$ cat config.mk
export PLATFORM = sky130hd
export DESIGN_NAME = flow_rr_merger_flat
export DESIGN_NICKNAME = d
export VERILOG_FILES = /design/src/rtl/flow_rr_merger_if.sv /design/src/rtl/flow_rr_merger.sv /design/src/flat_wrapper.sv
export SDC_FILE = /design/constraint.sdc
export NUM_CORES = 1
export LEC_CHECK = 0
export ABC_AREA = 1
export BUFFER_PORTS_ARGS = -buffer_cell sky130_fd_sc_hd__clkbuf_2
export CAP_MARGIN = 20
export CORE_ASPECT_RATIO = 0.7
export CORE_MARGIN = 2
export CORE_UTILIZATION = 62
export DETAILED_ROUTE_END_ITERATION = 7
export HOLD_SLACK_MARGIN = 0.02
export PLACE_DENSITY = 0.78
export SYNTH_ARGS = -nofsm -noshare
export SYNTH_HDL_FRONTEND = slang
export SYNTH_SLANG_ARGS = --single-unit
$ cat constraint.sdc
create_clock -name clk -period 3.3 [get_ports clk]
set_input_delay 0.33 -clock clk [delete_from_list [all_inputs] [get_ports clk]]
set_output_delay 0.33 -clock clk [all_outputs]
set_load 0.01 [all_outputs]
$ cat src/rtl/flow_rr_merger_if.sv
// Bundle of the flow merger's config, per-flow input, tagged output and status signals.
// The master side is the environment; the slave side is the merger.
interface flow_rr_merger_if #(
    parameter int FLUX   = 2,
    parameter int DATA_W = 8,
    parameter int LEN_W  = 14
);
    localparam int TW = (FLUX > 1) ? $clog2(FLUX) : 1;

    logic                   cfg_write;
    logic [LEN_W+TW-1:0]    cfg_din;
    logic [FLUX*DATA_W-1:0] in_din;
    logic [FLUX-1:0]        in_write;
    logic [FLUX-1:0]        in_full;
    logic [DATA_W+TW-1:0]   out_din;
    logic                   out_write;
    logic [FLUX-1:0]        out_full;
    logic [FLUX-1:0]        flow_active;
    logic [FLUX-1:0]        flow_done;
    logic [1:0]             err;

    modport master (
        output cfg_write, cfg_din, in_din, in_write, out_full,
        input  in_full, out_din, out_write, flow_active, flow_done, err
    );

    modport slave (
        input  cfg_write, cfg_din, in_din, in_write, out_full,
        output in_full, out_din, out_write, flow_active, flow_done, err
    );
endinterface

$ cat src/rtl/flow_rr_merger.sv
// Buffers FLUX untagged pel streams in per-flow FIFOs and merges them round-robin
// onto one {tag, pel} stream, counting a configured number of pels per flow.
module flow_rr_merger #(
    parameter int FLUX   = 2,
    parameter int DATA_W = 8,
    parameter int DEPTH  = 16,
    parameter int LEN_W  = 14
) (
    input  logic             clk,
    input  logic             rst,
    flow_rr_merger_if.slave  bus
);
    localparam int TW = (FLUX > 1) ? $clog2(FLUX) : 1;
    localparam int AW = $clog2(DEPTH);

    logic [TW-1:0]        r_ptr;
    logic                 r_out_write;
    logic [DATA_W+TW-1:0] r_out_din;
    logic [1:0]           r_err;

    logic [TW-1:0]        w_cfg_tag;
    logic [LEN_W-1:0]     w_cfg_len;
    logic [FLUX-1:0]      w_elig;
    logic [FLUX-1:0]      w_full_vec;
    logic [FLUX-1:0]      w_active_vec;
    logic [FLUX-1:0]      w_done_vec;
    logic [FLUX-1:0]      w_cfg_ok_vec;
    logic [DATA_W-1:0]    w_head [FLUX];
    logic                 w_grant_valid;
    logic [TW-1:0]        w_grant_idx;
    logic                 w_push_err;
    logic                 w_cfg_err;

    assign w_cfg_tag = bus.cfg_din[LEN_W+TW-1:LEN_W];
    assign w_cfg_len = bus.cfg_din[LEN_W-1:0];

    genvar gi;
    generate
        for (gi = 0; gi < FLUX; gi++) begin : g_flow
            logic [DATA_W-1:0] r_mem [DEPTH];
            logic [AW-1:0]     r_wr_ptr;
            logic [AW-1:0]     r_rd_ptr;
            logic [AW:0]       r_cnt;
            logic              r_full;
            logic              r_active;
            logic              r_done;
            logic [LEN_W-1:0]  r_rem;
            logic              w_push;
            logic              w_pop;
            logic              w_cfg_ok;
            logic [AW:0]       w_cnt_next;

            // Full is taken from registered occupancy, so a pop never frees room for a same-cycle push.
            assign w_push     = bus.in_write[gi] & ~r_full;
            assign w_pop      = w_grant_valid && (w_grant_idx == TW'(gi));
            assign w_cfg_ok   = bus.cfg_write && (w_cfg_tag == TW'(gi)) && !r_active
                                && (w_cfg_len != '0);
            assign w_cnt_next = r_cnt + (AW+1)'(w_push) - (AW+1)'(w_pop);

            always_ff @(posedge clk) begin
                if (w_push) begin
                    r_mem[r_wr_ptr] <= bus.in_din[gi*DATA_W +: DATA_W];
                end
            end

            always_ff @(posedge clk) begin
                if (!rst) begin
                    r_wr_ptr <= '0;
                    r_rd_ptr <= '0;
                    r_cnt    <= '0;
                    r_full   <= 1'b0;
                    r_active <= 1'b0;
                    r_done   <= 1'b0;
                    r_rem    <= '0;
                end else begin
                    if (w_push) r_wr_ptr <= r_wr_ptr + 1'b1;
                    if (w_pop)  r_rd_ptr <= r_rd_ptr + 1'b1;
                    r_cnt  <= w_cnt_next;
                    r_full <= (w_cnt_next == (AW+1)'(DEPTH));
                    r_done <= w_pop && (r_rem == LEN_W'(1));
                    if (w_cfg_ok) begin
                        r_rem    <= w_cfg_len;
                        r_active <= 1'b1;
                    end else if (w_pop) begin
                        r_rem <= r_rem - 1'b1;
                        if (r_rem == LEN_W'(1)) r_active <= 1'b0;
                    end
                end
            end

            assign w_head[gi]       = r_mem[r_rd_ptr];
            assign w_elig[gi]       = (r_cnt != '0) && r_active && !bus.out_full[gi];
            assign w_full_vec[gi]   = r_full;
            assign w_active_vec[gi] = r_active;
            assign w_done_vec[gi]   = r_done;
            assign w_cfg_ok_vec[gi] = w_cfg_ok;
        end
    endgenerate

    // Scan downward so the last hit wins: that is the first eligible flow after r_ptr.
    always_comb begin
        int          j;
        logic [TW-1:0] w_idx;
        j             = 0;
        w_idx         = '0;
        w_grant_valid = 1'b0;
        w_grant_idx   = r_ptr;
        for (int k = FLUX; k >= 1; k--) begin
            j     = (int'(r_ptr) + k) % FLUX;
            w_idx = TW'(j);
            if (w_elig[w_idx]) begin
                w_grant_valid = 1'b1;
                w_grant_idx   = w_idx;
            end
        end
    end

    assign w_push_err = |(bus.in_write & w_full_vec);
    assign w_cfg_err  = bus.cfg_write && !(|w_cfg_ok_vec);

    always_ff @(posedge clk) begin
        if (!rst) begin
            r_ptr       <= TW'(FLUX - 1);
            r_out_write <= 1'b0;
            r_out_din   <= '0;
            r_err       <= 2'b00;
        end else begin
            r_out_write <= w_grant_valid;
            if (w_grant_valid) begin
                r_ptr     <= w_grant_idx;
                r_out_din <= {w_grant_idx, w_head[w_grant_idx]};
            end
            r_err <= r_err | {w_cfg_err, w_push_err};
        end
    end

    assign bus.in_full     = w_full_vec;
    assign bus.flow_active = w_active_vec;
    assign bus.flow_done   = w_done_vec;
    assign bus.out_write   = r_out_write;
    assign bus.out_din     = r_out_din;
    assign bus.err         = r_err;
endmodule
$ cat src/flat_wrapper.sv
// flat-port wrapper written by rule: the top's interface ports become plain ports
module flow_rr_merger_flat 
#(
    parameter int FLUX   = 2,
    parameter int DATA_W = 8,
    parameter int DEPTH  = 16,
    parameter int LEN_W  = 14
)
  (clk, rst, bus_cfg_write, bus_cfg_din, bus_in_din, bus_in_write, bus_out_full, bus_in_full, bus_out_din, bus_out_write, bus_flow_active, bus_flow_done, bus_err);
  flow_rr_merger_if #(.FLUX(FLUX), .DATA_W(DATA_W), .LEN_W(LEN_W)) bus_i ();
  input  logic clk;
  input  logic rst;
  input wire logic [$bits(bus_i.cfg_write)-1:0] bus_cfg_write;
  input wire logic [$bits(bus_i.cfg_din)-1:0] bus_cfg_din;
  input wire logic [$bits(bus_i.in_din)-1:0] bus_in_din;
  input wire logic [$bits(bus_i.in_write)-1:0] bus_in_write;
  input wire logic [$bits(bus_i.out_full)-1:0] bus_out_full;
  output wire logic [$bits(bus_i.in_full)-1:0] bus_in_full;
  output wire logic [$bits(bus_i.out_din)-1:0] bus_out_din;
  output wire logic [$bits(bus_i.out_write)-1:0] bus_out_write;
  output wire logic [$bits(bus_i.flow_active)-1:0] bus_flow_active;
  output wire logic [$bits(bus_i.flow_done)-1:0] bus_flow_done;
  output wire logic [$bits(bus_i.err)-1:0] bus_err;
  assign bus_i.cfg_write = bus_cfg_write;
  assign bus_i.cfg_din = bus_cfg_din;
  assign bus_i.in_din = bus_in_din;
  assign bus_i.in_write = bus_in_write;
  assign bus_i.out_full = bus_out_full;
  assign bus_in_full = bus_i.in_full;
  assign bus_out_din = bus_i.out_din;
  assign bus_out_write = bus_i.out_write;
  assign bus_flow_active = bus_i.flow_active;
  assign bus_flow_done = bus_i.flow_done;
  assign bus_err = bus_i.err;
  flow_rr_merger #(.FLUX(FLUX), .DATA_W(DATA_W), .DEPTH(DEPTH), .LEN_W(LEN_W)) u_core (.clk(clk), .rst(rst), .bus(bus_i));
endmodule
## Word level (Yosys, flattened, before mapping)

Memories as Yosys holds them, arrays and structs flattened. A register that Yosys moved wholly into a read port is not among the register bits.
Cells that the tools add are included.

| storage, ports and cells | value |
|---|---|
| register bits | 73 |
| memory bits (writable) | 256 |
| bits of input ports | 38 |
| output and inout port bits | 18 |
| logic and storage cells | 108 |
| memories | 2 |

| operators by class | value |
|---|---|
| $add $sub $neg | 12 |
| order comparisons | 3 |
| equal/unequal tests | 4 |
| mux-type cells | 29 |
| bitwise operators | 9 |
| reductions and logical operators | 31 |

Memories:

| name | depth | bits a word | read ports | clocked after memory_dff | wr ports | line | text |
|---|---|---|---|---|---|---|---|
| u_core.g_flow[0].r_mem | 16 | 8 | 1 | 1 | 1 | flow_rr_merger.sv:40 | `logic [DATA_W-1:0] r_mem [DEPTH];` |
| u_core.g_flow[1].r_mem | 16 | 8 | 1 | 1 | 1 | flow_rr_merger.sv:40 |  |

Operators with widths:

| kind | count |
|---|---|
| 14-bit 2-to-1 mux | 4 |
| 14-bit by 1-bit equality test with 1-bit output, second input constant | 2 |
| 14-bit by 1-bit subtractor with 14-bit output, second input constant | 2 |
| 8-bit 2-to-1 mux | 3 |
| 1-bit 2-to-1 mux | 18 |
| 4-bit by 1-bit adder with 4-bit output, second input constant | 4 |
| 4-bit 2-to-1 mux | 4 |
| 1-bit logical AND | 15 |
| 14-bit nonzero test | 1 |
| 5-bit by 1-bit adder with 5-bit output | 2 |
| 5-bit equality test, second input constant | 2 |
| 5-bit nonzero test | 2 |
| 5-bit by 1-bit subtractor with 5-bit output | 2 |
| 2-bit nonzero test | 4 |
| 1-bit logical NOT | 5 |
| 1-bit by 2-bit less-than comparator with 1-bit output, second input constant | 2 |
| 1-bit inverter | 4 |
| 2-bit AND reduction | 2 |
| 2-bit OR reduction | 2 |
| 1-bit adder, second input constant | 2 |
| 1-bit bitwise AND | 2 |
| 2-bit bitwise AND | 1 |
| 2-bit >= comparator, second input constant | 1 |
| 1-bit inverter with 2-bit output | 1 |
| 2-bit bitwise OR | 1 |

## Logic depth before layout (Yosys ltp)

| logic depth | value |
|---|---|
| depth after elaboration | 11 |
| depth in mapped cells | 19 |

## Worst setup path after synthesis

OpenSTA, ideal clock, no wires.

| timing | value |
|---|---|
| path kind | register to register |
| start point | reg u_core.g_flow[1].r_cnt[2] |
| end point | reg u_core.g_flow[0].r_full |
| setup time | 0.112 ns |
| arrival time | 2.614 ns |
| path slack | 0.574 ns |
| stages on the path, launching flop included | 20 |
| period minus slack after synthesis | 2.726 ns |
| cells stage by stage | dfxtp_1 inv_1 ha_1 a31oi_1 nand2_1 nand2_4 inv_4 buf_4 ha_1 inv_1 ha_1 inv_1 fa_1 inv_1 nand2_1 a21oi_1 nor2_1 xor2_1 nand2_1 nor2_1 |

| on the way | value |
|---|---|
| longest elaborated chain between the ends | 11 |

Ends and longest elaborated chain:

| item | line | text |
|---|---|---|
| start, declared | flow_rr_merger.sv:43 | `logic [AW:0] r_cnt;` |
| start signal, assigned | flow_rr_merger.sv:78 | `r_cnt <= w_cnt_next;` |
| 5-bit nonzero test (*) | flow_rr_merger.sv:92 | `assign w_elig[gi] = (r_cnt != '0) && r_active && !bus.out_full[gi];` |
| 1-bit logical AND (*) (2 in a row) | flow_rr_merger.sv:92 |  |
| 1-bit 2-to-1 mux (not written as such) (2 in a row) | flow_rr_merger.sv:111 | `if (w_elig[w_idx]) begin` |
| 1-bit 2-to-1 mux (2 in a row) | flow_rr_merger.sv:111 |  |
| 1-bit inverter | flow_rr_merger.sv:55 | `assign w_pop = w_grant_valid && (w_grant_idx == TW'(gi));` |
| 1-bit logical AND (*) | flow_rr_merger.sv:55 |  |
| named net u_core.g_flow[0].w_pop | flow_rr_merger.sv:49 | `logic w_pop;` |
| 5-bit by 1-bit subtractor with 5-bit output (*) | flow_rr_merger.sv:58 | `assign w_cnt_next = r_cnt + (AW+1)'(w_push) - (AW+1)'(w_pop);` |
| 5-bit equality test (*) | flow_rr_merger.sv:79 | `r_full <= (w_cnt_next == (AW+1)'(DEPTH));` |
| end signal, assigned | flow_rr_merger.sv:79 |  |
| end, declared | flow_rr_merger.sv:44 | `logic r_full;` |

Mark *: on every way through the listed nets, which the timed path passes. The rest lies on a longest branch. The select of a mux whose other input is x is not followed.
A chain may end at the register's enable or synchronous reset.

## Worst setup path in the final report

| timing | value |
|---|---|
| start point | reg u_core.g_flow[1].r_cnt[3] |
| end point | reg u_core.g_flow[0].r_full |

| on the way | value |
|---|---|
| longest elaborated chain between the ends | 11 |

Ends and longest elaborated chain:

| item | line |
|---|---|
| 5-bit nonzero test (*) | flow_rr_merger.sv:92 |
| 1-bit logical AND (*) (2 in a row) | flow_rr_merger.sv:92 |
| 1-bit 2-to-1 mux (not written as such) (2 in a row) | flow_rr_merger.sv:111 |
| 1-bit 2-to-1 mux (2 in a row) | flow_rr_merger.sv:111 |
| 1-bit inverter | flow_rr_merger.sv:55 |
| 1-bit logical AND (*) | flow_rr_merger.sv:55 |
| 5-bit by 1-bit subtractor with 5-bit output (*) | flow_rr_merger.sv:58 |
| 5-bit equality test (*) | flow_rr_merger.sv:79 |

Mark *: on every way between the ends. The rest lies on a longest branch, timed or not. The select of a mux whose other input is x is not followed.

==> summary.txt <==
Run status
  • Status: completed

Global route
  • Initial antenna violation count: 0
  • GRT Util Overall: 0.272
  • First-pass GRT wire length: 54600 um
  • Largest net degree at the start of global routing: 72
  • GRT met2 Usage: 0.402
  • GRT busiest layer: met1
  • GRT met3 Usage: 0.0576
  • Vias in the first global route: 10406
  • Met1 Resource Use GR: 0.406
  • Total gr overflow: 0

Pwr
  • Switch share: 0.278
  • Power Internal: 7410 uW
  • Leak: 0.00737 uW
  • Register share of total power: 0.483
  • Pwr/cell area: 609 nW/um^2
  • Clock Power Share: 0.341
  • Combinational fraction of design power: 0.176
  • Peak supply drop: 0.000444 V
  • Psw: 2850 uW

Logic synthesis
  • Predominant post-synthesis flop cell: edfxtp_1
  • Post-synth EDFFs: 256
  • Largest family of logic cells by synthesized area: simple AND/OR/NAND/NOR gates
  • Post-Syn Instances: 1682
  • Yosys reg bits: 337
  • Mux contribution to synthesized area: 0
  • Adder-cell area share of the yosys netlist: 0.0237
  • Syn. warnings: 0
  • FFs w/ async S/R, synth: 0
  • Sequential area share after synthesis: 0.604
  • Mapped Area: 15400 um^2
  • Post-Synth XOR/XNOR Area: 0.0136
  • Syn nets: 1748
  • Syn Area/Cell: 9.16 um^2
  • Complex-gate fraction of the synthesized area: 0.0236
  • Simple-Gate Fraction of Synth Area: 0.248
  • Synth cell types: 40

Layout
  • Fraction of layout cells with a size suffix above 1: 0.0817
  • Reg area: 9310 um^2
  • Post-route cell area: 16800 um^2
  • Area of the multi-input gates: 4770 um^2
  • Post-route insts no fill: 2063
  • Syn-to-layout area delta: 9.28%
  • Filler instances: 1864
  • Nets: 1780
  • ANT cells: 0

Die
  • Die Area: 26100 um^2
  • Initial Util: 0.629
  • Core Region: 24500 um^2
  • Core Rows: 48
  • I/O Pins: 56
  • Die width: 192 um
  • DIE HEIGHT: 136 um

Timing
  • Unrepaired setup endpoints after global routing: no
  • Worst-Margin Slew: 1.07 ns
  • Post-Route Setup TNS: 0 ns
  • Layout Skew: 0.00959 ns
  • Final setup vio count: 0
  • Fmax: 346 MHz
  • Min Clock Period, post-route: 2.89 ns
  • Pins over their slew limit: 0
  • Final Hold Viols: 0
  • Max-slew headroom: 0.284
  • Final cycle utilization of the critical path: 0.877

Detailed routing
  • 1st-pass router iterations: 5
  • Final wirelength: 34500 um
  • Final ANT Viol Nets: 0
  • DR DRC count: 0
  • Wire per inst: 16.7 um
  • Vias post-DR: 11206
  • Initial DRC Count: 1234
  • Post-DR vias/cell: 5.43

Placement
  • Final RePlAce weighted congestion: 0.884
  • IO Port Bufs: 55
  • DP HPWL: 22600 um
  • Inst Count DP: 2006
  • DP Area: 15800 um^2

Clocking
  • Htree depth: 1
  • CTS Buf Count: 31
  • Max clock buf depth: 3
  • Worst-Skew Late Latency: 0.56 ns
  • Post-cts repair resize count: 0
  • Root buf cell: clkbuf_16
  • Setup bufs post-CTS: 0
  • Hold bufs inserted after CTS: 0
  • Reg clk slew, reported paths: 0.07 ns
  • Clock Sink Count: 337
  • CTS tree: done

Min path
  • Hold Path Class: input pin to register

Worst setup path
  • CP startpoint kind: register
  • Crit path kind: register to register
  • CP arrival: 3.39 ns
  • Critical Path RT: 3.80 ns
  • Crit end category: register
  • CP max FO: 16

Job
  • Total of max-cap violations: 0
[worst paths after layout]
check | from | end | slack (ns) | cells past startpoint
max reg2reg | u_core.g_flow[1].r_cnt[3] | u_core.g_flow[0].r_full | 0.41 | 18
min | bus_cfg_write | u_core.bus.err[1] | 0.06 | 3
max | u_core.g_flow[1].r_cnt[3] | u_core.g_flow[0].r_full | 0.41 | 18
min reg2reg | u_core.bus.err[1] | u_core.bus.err[1] | 0.48 | 2
[cell type report]
class | count | share of cell area
sequential | 337 | 0.553
multi-input combinational | 1025 | 0.283
inverter | 249 | 0.0557
timing repair buffer | 70 | 0.0250
clock inverter | 14 | 0.00788
clock buffer | 43 | 0.0511
tap | 325 | 0.0242
[synth_stat cells, types with 2 or more instances]
cell / instances / share of area
o21ai_1: 3 / 0.00097
clkinv_1: 2 / 0.00049
xnor2_1: 7 / 0.0040
a21oi_1: 24 / 0.0078
nand2_1: 539 / 0.13
nand4_1: 4 / 0.0016
o211ai_1: 10 / 0.0049
buf_6: 6 / 0.0044
nor2_2: 4 / 0.0016
dfxtp_1: 81 / 0.11
ha_1: 26 / 0.021
buf_4: 11 / 0.0054
buf_1: 2 / 0.00049
or2_2: 2 / 0.00081
and3_1: 2 / 0.00081
inv_2: 6 / 0.0015
xor2_1: 17 / 0.0097
nand2_4: 2 / 0.0015
clkbuf_1: 20 / 0.0049
inv_1: 240 / 0.058
buf_2: 32 / 0.010
a31oi_1: 2 / 0.00081
o21ai_0: 19 / 0.0062
nor2_1: 103 / 0.025
edfxtp_1: 256 / 0.50
fa_1: 2 / 0.0026
nand3_1: 239 / 0.078
nor3_1: 9 / 0.0029
[metal layers]
metal / wire length [um] / part of all wire
met1: 15000 / 0.44
met2: 15000 / 0.44
met3: 3540 / 0.10
met4: 866 / 0.025
met5: 0 / 0
[worst max-delay path, cell delays in order (launching register included)]
cell	delay, ns
dfxtp_1	0.34
inv_1	0.07
ha_1	0.20
a31oi_1	0.21
nand2_1	0.13
nand2_4	0.20
inv_4	0.04
ha_1	0.28
inv_1	0.06
ha_1	0.17
inv_1	0.06
fa_1	0.43
inv_1	0.07
nand2_1	0.04
a21oi_1	0.13
nor2_1	0.06
xor2_1	0.13
nand2_1	0.09
nor2_1	0.11
[power groups by stage]
stage	sequential (uW)	clock (uW)	combinational, uW
floorplan	5010	0	1330
global route	4970	3680	2060
detailed placement	5040	0	1780
global placement	5030	0	1730
CTS	4950	3520	1800
finish	4950	3500	1810
[placed cells by master, fill, tap and decap left out, types with 2 or more instances in the layout]
cell	count
o211ai_1	10
clkbuf_8	4
dfxtp_2	2
ha_1	26
dfxtp_1	79
o21ai_1	3
clkinv_1	2
inv_4	2
xor2_1	17
clkbuf_16	31
bufinv_16	2
edfxtp_1	256
nor2_1	103
nor2_2	4
clkinvlp_4	3
or2_2	2
fa_1	2
inv_2	6
nand2_1	539
o21ai_0	19
nor3_1	9
clkbuf_2	55
inv_1	240
nand2_4	2
clkbuf_1	8
buf_4	13
a21oi_1	24
a31oi_1	2
and3_1	2
clkinv_2	7
xnor2_1	7
nand4_1	4
nand3_1	239
[cells by family after synthesis]
| kind of cell | Yosys count |
|---|---|
| buf+inv | 320 |
| flops | 337 |
| compound gates | 61 |
| fa+ha+maj | 28 |
| xor+xnor | 24 |
| simple gates | 912 |
[through the flow]
step / util / power, uW / hold slack (ns) / setup WS (ns)
after floorplan: - / 6340 / 0.429 / 0.574
after global placement: 0.645 / 6760 / 0.457 / 0.508
after detailed placement: 0.647 / 6820 / 0.463 / 0.449
after CTS: 0.687 / 10300 / 0.0462 / 0.413
after global routing: 0.687 / 10700 / 0.109 / 0.117
final: 0.687 / 10300 / 0.0608 / 0.406
[registers in the layout, indices dropped and copies added (netlist names), 2 cells and up, named ones only]
signal                  count
u_core.bus.err              2
u_core.bus.out_din          9
u_core.g_flow.r_active      2
u_core.g_flow.r_cnt        10
u_core.g_flow.r_done        2
u_core.g_flow.r_full        2
u_core.g_flow.r_mem       256
u_core.g_flow.r_rd_ptr      8
u_core.g_flow.r_rem        28
u_core.g_flow.r_wr_ptr      8
No activity file was read; power rests on OpenSTA's default activity.
